**config.mk**
```make
export PLATFORM = sky130hd
export DESIGN_NAME = idli_sqi_ctrl_m
export DESIGN_NICKNAME = d
export VERILOG_FILES = /design/src/rtl/idli_sqi_ctrl_m.sv
export SDC_FILE = /design/constraint.sdc
export NUM_CORES = 1
export LEC_CHECK = 0
export CAP_MARGIN = 30
export CORE_ASPECT_RATIO = 1.1
export CORE_MARGIN = 4
export CORE_UTILIZATION = 55
export CTS_BUF_LIST = sky130_fd_sc_hd__clkbuf_4
export DETAILED_ROUTE_END_ITERATION = 16
export PLACE_DENSITY = 0.91
export SLEW_MARGIN = 20
export SYNTH_ARGS = -nofsm -noshare
export SYNTH_HDL_FRONTEND = slang
export SYNTH_SLANG_ARGS = --single-unit
```
**constraint.sdc**
```tcl
create_clock -name i_sqi_gck -period 6.35 [get_ports i_sqi_gck]
set_input_delay 0.9525 -clock i_sqi_gck [delete_from_list [all_inputs] [get_ports i_sqi_gck]]
set_output_delay 0.9525 -clock i_sqi_gck [all_outputs]
set_load 0.05 [all_outputs]
```
**src/rtl/idli_sqi_ctrl_m.sv**
```systemverilog
// idli_sqi_ctrl_m
// SQI memory controller shared by the instruction-fetch and data requesters.
// Arbitrates round-robin between the two ports and sequences each 16-bit
// access on the quad-SPI pins as command, address, dummy (reads) and data
// nibbles, MSB nibble first. The SRAM is assumed to be in SQI mode already.
//
// Ports:
//   i_sqi_gck / i_sqi_rst           clock, async active-high reset
//   i_sqi_f_* / o_sqi_f_*           fetch port: vld/addr in, acp/rdata/rvld out
//   i_sqi_d_* / o_sqi_d_*           data port: vld/wr/addr/wdata in, acp/rdata/rvld out
//   o_sqi_mem_sck/cs/io_mode/sio    SQI pins towards the SRAM (all registered)
//   i_sqi_mem_sio                   nibble driven by the SRAM
module idli_sqi_ctrl_m #(
  parameter int unsigned CS_IDLE = 1,
  parameter logic [7:0]  RD_CMD  = 8'h03,
  parameter logic [7:0]  WR_CMD  = 8'h02
) (
  input  logic        i_sqi_gck,
  input  logic        i_sqi_rst,
  input  logic        i_sqi_f_vld,
  input  logic [15:0] i_sqi_f_addr,
  output logic        o_sqi_f_acp,
  output logic [15:0] o_sqi_f_rdata,
  output logic        o_sqi_f_rvld,
  input  logic        i_sqi_d_vld,
  input  logic        i_sqi_d_wr,
  input  logic [15:0] i_sqi_d_addr,
  input  logic [15:0] i_sqi_d_wdata,
  output logic        o_sqi_d_acp,
  output logic [15:0] o_sqi_d_rdata,
  output logic        o_sqi_d_rvld,
  output logic        o_sqi_mem_sck,
  output logic        o_sqi_mem_cs,
  output logic        o_sqi_mem_io_mode,
  output logic [3:0]  o_sqi_mem_sio,
  input  logic [3:0]  i_sqi_mem_sio
);

  typedef enum logic [2:0] {ST_IDLE, ST_CMD, ST_ADDR, ST_DUMMY, ST_DATA, ST_END} state_t;

  state_t      state_q, state_d;
  logic [7:0]  cnt_q, cnt_d;        // cycle within state; [0] = phase, [2:1] = nibble
  logic [15:0] addr_q, addr_d;
  logic        wr_q, wr_d;
  logic [15:0] wdata_q, wdata_d;
  logic        own_d_q, own_d_d;    // 1 = current transaction belongs to the data port
  logic        last_f_q, last_f_d;  // 1 = fetch was granted last
  logic [11:0] shift_q, shift_d;
  logic        f_acp_q, f_acp_d, d_acp_q, d_acp_d;
  logic [15:0] f_rdata_q, f_rdata_d, d_rdata_q, d_rdata_d;
  logic        f_rvld_q, f_rvld_d, d_rvld_q, d_rvld_d;
  logic        sck_q, sck_d, cs_q, cs_d, io_mode_q, io_mode_d;
  logic [3:0]  sio_q, sio_d;
  logic        arb_s, active_s;
  logic [7:0]  cmd_s;

  function automatic logic [3:0] nib_sel(input logic [15:0] w, input logic [1:0] idx);
    case (idx)
      2'd0:    nib_sel = w[15:12];
      2'd1:    nib_sel = w[11:8];
      2'd2:    nib_sel = w[7:4];
      default: nib_sel = w[3:0];
    endcase
  endfunction

  // Next-state, arbitration, read shifting and pin values for the next cycle
  always_comb begin
    state_d   = state_q;
    cnt_d     = cnt_q + 8'd1;
    addr_d    = addr_q;
    wr_d      = wr_q;
    wdata_d   = wdata_q;
    own_d_d   = own_d_q;
    last_f_d  = last_f_q;
    shift_d   = shift_q;
    f_acp_d   = 1'b0;
    d_acp_d   = 1'b0;
    f_rdata_d = f_rdata_q;
    d_rdata_d = d_rdata_q;
    f_rvld_d  = 1'b0;
    d_rvld_d  = 1'b0;
    arb_s     = 1'b0;

    case (state_q)
      ST_IDLE: begin
        cnt_d = 8'd0;
        // The acp cycle itself is spent in IDLE; the transaction starts after it.
        if (f_acp_q || d_acp_q) begin
          state_d = ST_CMD;
        end else begin
          arb_s = 1'b1;
        end
      end
      ST_CMD: begin
        if (cnt_q == 8'd3) begin
          state_d = ST_ADDR;
          cnt_d   = 8'd0;
        end
      end
      ST_ADDR: begin
        if (cnt_q == 8'd7) begin
          state_d = wr_q ? ST_DATA : ST_DUMMY;
          cnt_d   = 8'd0;
        end
      end
      ST_DUMMY: begin
        if (cnt_q == 8'd3) begin
          state_d = ST_DATA;
          cnt_d   = 8'd0;
        end
      end
      ST_DATA: begin
        // Memory nibble is taken on the edge that ends phase 1.
        if (!wr_q && cnt_q[0]) begin
          shift_d = {shift_q[7:0], i_sqi_mem_sio};
        end
        if (cnt_q == 8'd7) begin
          state_d = ST_END;
          cnt_d   = 8'd0;
          if (!wr_q) begin
            if (own_d_q) begin
              d_rdata_d = {shift_q, i_sqi_mem_sio};
              d_rvld_d  = 1'b1;
            end else begin
              f_rdata_d = {shift_q, i_sqi_mem_sio};
              f_rvld_d  = 1'b1;
            end
          end
        end
      end
      ST_END: begin
        // Grant on the way out so acp lands in the single IDLE cycle that follows.
        if (cnt_q == 8'(CS_IDLE - 1)) begin
          state_d = ST_IDLE;
          cnt_d   = 8'd0;
          arb_s   = 1'b1;
        end
      end
      default: begin
        state_d = ST_IDLE;
        cnt_d   = 8'd0;
      end
    endcase

    // Round-robin: on a tie the port not granted last wins.
    if (arb_s) begin
      if (i_sqi_d_vld && (!i_sqi_f_vld || last_f_q)) begin
        d_acp_d  = 1'b1;
        own_d_d  = 1'b1;
        last_f_d = 1'b0;
        addr_d   = i_sqi_d_addr;
        wr_d     = i_sqi_d_wr;
        wdata_d  = i_sqi_d_wdata;
      end else if (i_sqi_f_vld) begin
        f_acp_d  = 1'b1;
        own_d_d  = 1'b0;
        last_f_d = 1'b1;
        addr_d   = i_sqi_f_addr;
        wr_d     = 1'b0;
      end else begin
        own_d_d  = own_d_q;
      end
    end else begin
      own_d_d = own_d_q;
    end

    // Pins are a pure function of the next state so they stay glitch-free flops.
    active_s  = (state_d == ST_CMD) || (state_d == ST_ADDR) ||
                (state_d == ST_DUMMY) || (state_d == ST_DATA);
    cmd_s     = wr_d ? WR_CMD : RD_CMD;
    cs_d      = !active_s;
    sck_d     = active_s && cnt_d[0];
    io_mode_d = !((state_d == ST_DUMMY) || ((state_d == ST_DATA) && !wr_d));
    case (state_d)
      ST_CMD:  sio_d = cnt_d[1] ? cmd_s[3:0] : cmd_s[7:4];
      ST_ADDR: sio_d = nib_sel(addr_d, cnt_d[2:1]);
      ST_DATA: sio_d = wr_d ? nib_sel(wdata_d, cnt_d[2:1]) : 4'h0;
      default: sio_d = 4'h0;
    endcase
  end

  // State, captured request and registered outputs
  always_ff @(posedge i_sqi_gck or posedge i_sqi_rst) begin
    if (i_sqi_rst) begin
      state_q   <= ST_IDLE;
      cnt_q     <= 8'd0;
      addr_q    <= 16'h0000;
      wr_q      <= 1'b0;
      wdata_q   <= 16'h0000;
      own_d_q   <= 1'b0;
      last_f_q  <= 1'b1;
      shift_q   <= 12'h000;
      f_acp_q   <= 1'b0;
      d_acp_q   <= 1'b0;
      f_rdata_q <= 16'h0000;
      d_rdata_q <= 16'h0000;
      f_rvld_q  <= 1'b0;
      d_rvld_q  <= 1'b0;
      sck_q     <= 1'b0;
      cs_q      <= 1'b1;
      io_mode_q <= 1'b1;
      sio_q     <= 4'h0;
    end else begin
      state_q   <= state_d;
      cnt_q     <= cnt_d;
      addr_q    <= addr_d;
      wr_q      <= wr_d;
      wdata_q   <= wdata_d;
      own_d_q   <= own_d_d;
      last_f_q  <= last_f_d;
      shift_q   <= shift_d;
      f_acp_q   <= f_acp_d;
      d_acp_q   <= d_acp_d;
      f_rdata_q <= f_rdata_d;
      d_rdata_q <= d_rdata_d;
      f_rvld_q  <= f_rvld_d;
      d_rvld_q  <= d_rvld_d;
      sck_q     <= sck_d;
      cs_q      <= cs_d;
      io_mode_q <= io_mode_d;
      sio_q     <= sio_d;
    end
  end

  assign o_sqi_f_acp       = f_acp_q;
  assign o_sqi_f_rdata     = f_rdata_q;
  assign o_sqi_f_rvld      = f_rvld_q;
  assign o_sqi_d_acp       = d_acp_q;
  assign o_sqi_d_rdata     = d_rdata_q;
  assign o_sqi_d_rvld      = d_rvld_q;
  assign o_sqi_mem_sck     = sck_q;
  assign o_sqi_mem_cs      = cs_q;
  assign o_sqi_mem_io_mode = io_mode_q;
  assign o_sqi_mem_sio     = sio_q;

endmodule

```
==> parameters.txt <==
Parameter                              Value

Placed design
  Number of buffer cells added on primary ports    99
  Worst slack, placed    2.58 ns
  HPWL Detailed    7990 um
  Total placed cells including tap cells    619
  Routability-driven placement congestion ratio    0.930

Synth
  Most used flip-flop cell after synthesis    sky130_fd_sc_hd__dfrtp_1
  Post-synthesis instance area    0.00470 mm2
  Top cells by area, synth    sky130_fd_sc_hd__dfrtp_1 52%, sky130_fd_sc_hd__mux2_2 11%, sky130_fd_sc_hd__nand2_1 5.0%, sky130_fd_sc_hd__nor2_1 2.3%, sky130_fd_sc_hd__dfstp_2 1.7%
  Count of mapped cells out of synthesis    425
  Post-synthesis sequential area ratio    53.8%
  Async SR Flop Fraction    100%
  Cell taking the most area after synthesis    sky130_fd_sc_hd__dfrtp_1
  Most frequently used cell type in the post-synthesis netlist    sky130_fd_sc_hd__dfrtp_1
  Count of warnings emitted by yosys    0
  Distinct cell type count of the synthesized netlist    66
  Flip-flop and latch count after synthesis    101
  Number of flops mapped to enable cells by yosys    0
  Top-area cell type share of the netlist area    52.2%
  Mean instance size in the synthesized netlist    11.1 um2
  Cell types with the highest counts after synthesis    98 x sky130_fd_sc_hd__dfrtp_1, 63 x sky130_fd_sc_hd__nand2_1, 48 x sky130_fd_sc_hd__mux2_2
  Syn nets    484

Cells and area
  NumNets Final    578
  Share of final-layout standard cells stronger than drive strength 1    16.8%
  Antenna fix cells    0
  Relative area change from synthesis to final layout    25.2%
  Post-Layout Cell Count    635

Pwr
  Leak    2.60 nW
  Total power density per cell area    371 mW/mm2
  Worst VDD drop    0.000166 V

CTS
  Clock edge transition at the registers on the reported setup and hold paths    0.15 ns
  Maximum level of the CTS H-tree    3
  Clock Tree Root    sky130_fd_sc_hd__clkbuf_4
  Source-to-sink clock delay at the later pin of the worst-skew pair    0.44 ns
  Clock net sink count    101
  Post-cts repair resize count    0
  Number of hold-repair buffers added at the cts stage    0
  Clk buf depth    2
  Buffers inserted during post-CTS setup optimization    0
  Clock buffer count from CTS    9
  Clock tree from TritonCTS    done

Routing
  Via Count    3564
  Detail-routed via count per cell    5.61
  Final Routed Wirelength    10900 um
  Post-DRT Antenna Nets    0
  Detailed-route wire length per cell    17.2 um
  Detailed Route Iter0 Violations    202
  Remaining routing DRC violations    0
  DR pass1 iterations    5

Timing
  Number of max-slew violations in the final report    0
  Share of the clock period used by the worst path    51.9%
  Relative max-transition margin    50.4%
  Crit path setup slack, layout    3.05 ns
  Worst-case clock skew    0.0188 ns
  Slew at the pin with the worst max-slew slack    0.740 ns
  Aggregate negative setup slack    0 ns
  Setup repair after global routing missed its margin    false
  Final count of negative-setup-slack endpoints    0
  Number of endpoints with negative hold slack in the final report    0
  Crit path time final    3.30 ns
  Maximum achievable frequency    0.303 GHz

Floorplanning
  Count of standard-cell rows    35
  Starting Density    56.2%
  Floorplan die width    96.2 um
  Die height    105 um
  Total die area    0.0101 mm2
  Core area    0.00836 mm2
  IO Count    100

Setup path
  Kind of end point of the critical path    flip-flop
  Peak fanout along the critical path    20
  Kind of start point of the critical path    input port
  Kind of critical path    input port to flip-flop
  Worst endpoint required time    6.68 ns
  Worst EP arrival    3.63 ns

Global routing
  Vias in the first global route    3669
  Pin count of the biggest net entering global routing    55
  Remaining Overflow, GRT    0
  Initial antenna violation count    0
  Tot GR Track Use    22.5%
  First-pass GRT wire length    17800 um

Flow run
  Maximum capacitance violations    0

Run status
  Result of the run    completed

Hold path
  Hold/Removal Path Class    flip-flop to flip-flop
==> metal layers <==
layer	vias to the layer above	routed length (um)	GRT usage, %
met4	0	255	7.83
met2	118	5370	37.9
li1	1677	-	-
met1	1747	4390	27.0
met3	22	922	6.48
met5	-	0	0
==> power by group <==
part | leakage, nW | total [mW] | internal, mW | switching [mW]
clock network | 0.0662 | 0.329 | 0.121 | 0.209
registers | 1.27 | 0.945 | 0.820 | 0.124
logic | 1.26 | 0.912 | 0.401 | 0.511
total | 2.60 | 2.19 | 1.34 | 0.844
==> final cells by class <==
class,count,area [um2]
inverters,15,58.8
repair buffers,104,1030
fillers,593,2480
flip-flops and latches,101,2530
well taps,111,139
clock buffers,9,67.6
clock inverters,7,73.8
multi-input cells,288,1990
==> kinds of logic (layout without fill, tap and decap cells) <==
group           count (synthesis)  in the layout  synth area share [%]
simple gates                  150            150                  15.8
buf+inv                        36            135                  3.88
xor+xnor                        7              7                  1.30
compound gates                 77             77                  12.3
mux                            52             52                  12.3
fa+ha+maj                       2              2                 0.532
flops                         101            101                  53.8
==> per-stage QoR <==
stage	power, mW	cell area, um2	util [%]	hold WS, ns
2_1_floorplan	1.63	4700	-	0.457
3_3_place_gp	1.83	5750	68.7	0.448
3_5_place_dp	1.87	5750	68.7	0.460
4_1_cts	2.20	5890	70.4	0.497
5_1_grt	2.34	5890	70.4	0.516
6_report	2.19	5890	70.4	0.494
==> path summary, 6_finish.rpt <==
| kind | cells past startpoint | start | slack (ns) | end |
|---|---|---|---|---|
| worst max-delay path | 8 | i_sqi_f_vld | 3.05 | o_sqi_mem_sio[3]$_DFF_PP0_ |
| min in group asynchronous | 2 | i_sqi_rst | 0.91 | wdata_q[14]$_DFF_PP0_ |
| worst min-delay path | 2 | o_sqi_d_rdata[3]$_DFFE_PP0P_ | 0.49 | o_sqi_d_rdata[3]$_DFFE_PP0P_ |
| worst min register to register | 2 | o_sqi_d_rdata[3]$_DFFE_PP0P_ | 0.49 | o_sqi_d_rdata[3]$_DFFE_PP0P_ |
| max in group asynchronous | 3 | i_sqi_rst | 4.38 | cnt_q[7]$_DFF_PP0_ |
| worst max register to register | 7 | cnt_q[5]$_DFF_PP0_ | 3.07 | o_sqi_mem_sio[3]$_DFF_PP0_ |
==> worst max-delay path: stages <==
cell and delay [ns]:
sky130_fd_sc_hd__clkdlybuf4s50_1 0.61, sky130_fd_sc_hd__inv_1 0.22, sky130_fd_sc_hd__o21ai_1 0.13, sky130_fd_sc_hd__a21oi_4 0.53, sky130_fd_sc_hd__mux2_2 0.42, sky130_fd_sc_hd__o32a_1 0.30, sky130_fd_sc_hd__a21o_1 0.18, sky130_fd_sc_hd__a221o_1 0.28
==> sequential cells by signal, indices dropped and copies added (netlist names) <==
register           flops
o_sqi_d_rvld           1
o_sqi_mem_sck          1
cnt_q                  8
o_sqi_d_acp            1
shift_q               12
state_q                3
o_sqi_f_acp            1
o_sqi_f_rdata         16
last_f_q               1
o_sqi_f_rvld           1
o_sqi_mem_io_mode      1
o_sqi_mem_cs           1
own_d_q                1
addr_q                16
wdata_q               16
wr_q                   1
o_sqi_mem_sio          4
o_sqi_d_rdata         16
==> cell usage in the layout (no fill, tap or decap), types with 3 or more instances in the layout <==
master,n
sky130_fd_sc_hd__buf_4,5
sky130_fd_sc_hd__nor4_1,3
sky130_fd_sc_hd__mux2_2,48
sky130_fd_sc_hd__or3_1,3
sky130_fd_sc_hd__nand3b_1,8
sky130_fd_sc_hd__nor3_1,7
sky130_fd_sc_hd__nand2b_1,8
sky130_fd_sc_hd__inv_1,14
sky130_fd_sc_hd__clkinvlp_4,3
sky130_fd_sc_hd__mux2i_1,4
sky130_fd_sc_hd__a211oi_1,5
sky130_fd_sc_hd__nor2b_1,3
sky130_fd_sc_hd__or3_4,3
sky130_fd_sc_hd__dfrtp_1,98
sky130_fd_sc_hd__xor2_1,6
sky130_fd_sc_hd__o22ai_1,4
sky130_fd_sc_hd__nand3_1,8
sky130_fd_sc_hd__clkbuf_4,9
sky130_fd_sc_hd__and3_1,3
sky130_fd_sc_hd__o21bai_1,5
sky130_fd_sc_hd__o21ai_0,13
sky130_fd_sc_hd__dfstp_2,3
sky130_fd_sc_hd__a2bb2oi_1,3
sky130_fd_sc_hd__nor2_1,29
sky130_fd_sc_hd__a21o_1,3
sky130_fd_sc_hd__clkdlybuf4s50_1,99
sky130_fd_sc_hd__a21oi_1,13
sky130_fd_sc_hd__nand2_1,63
Note: power is estimated with default switching activity, not from simulation.
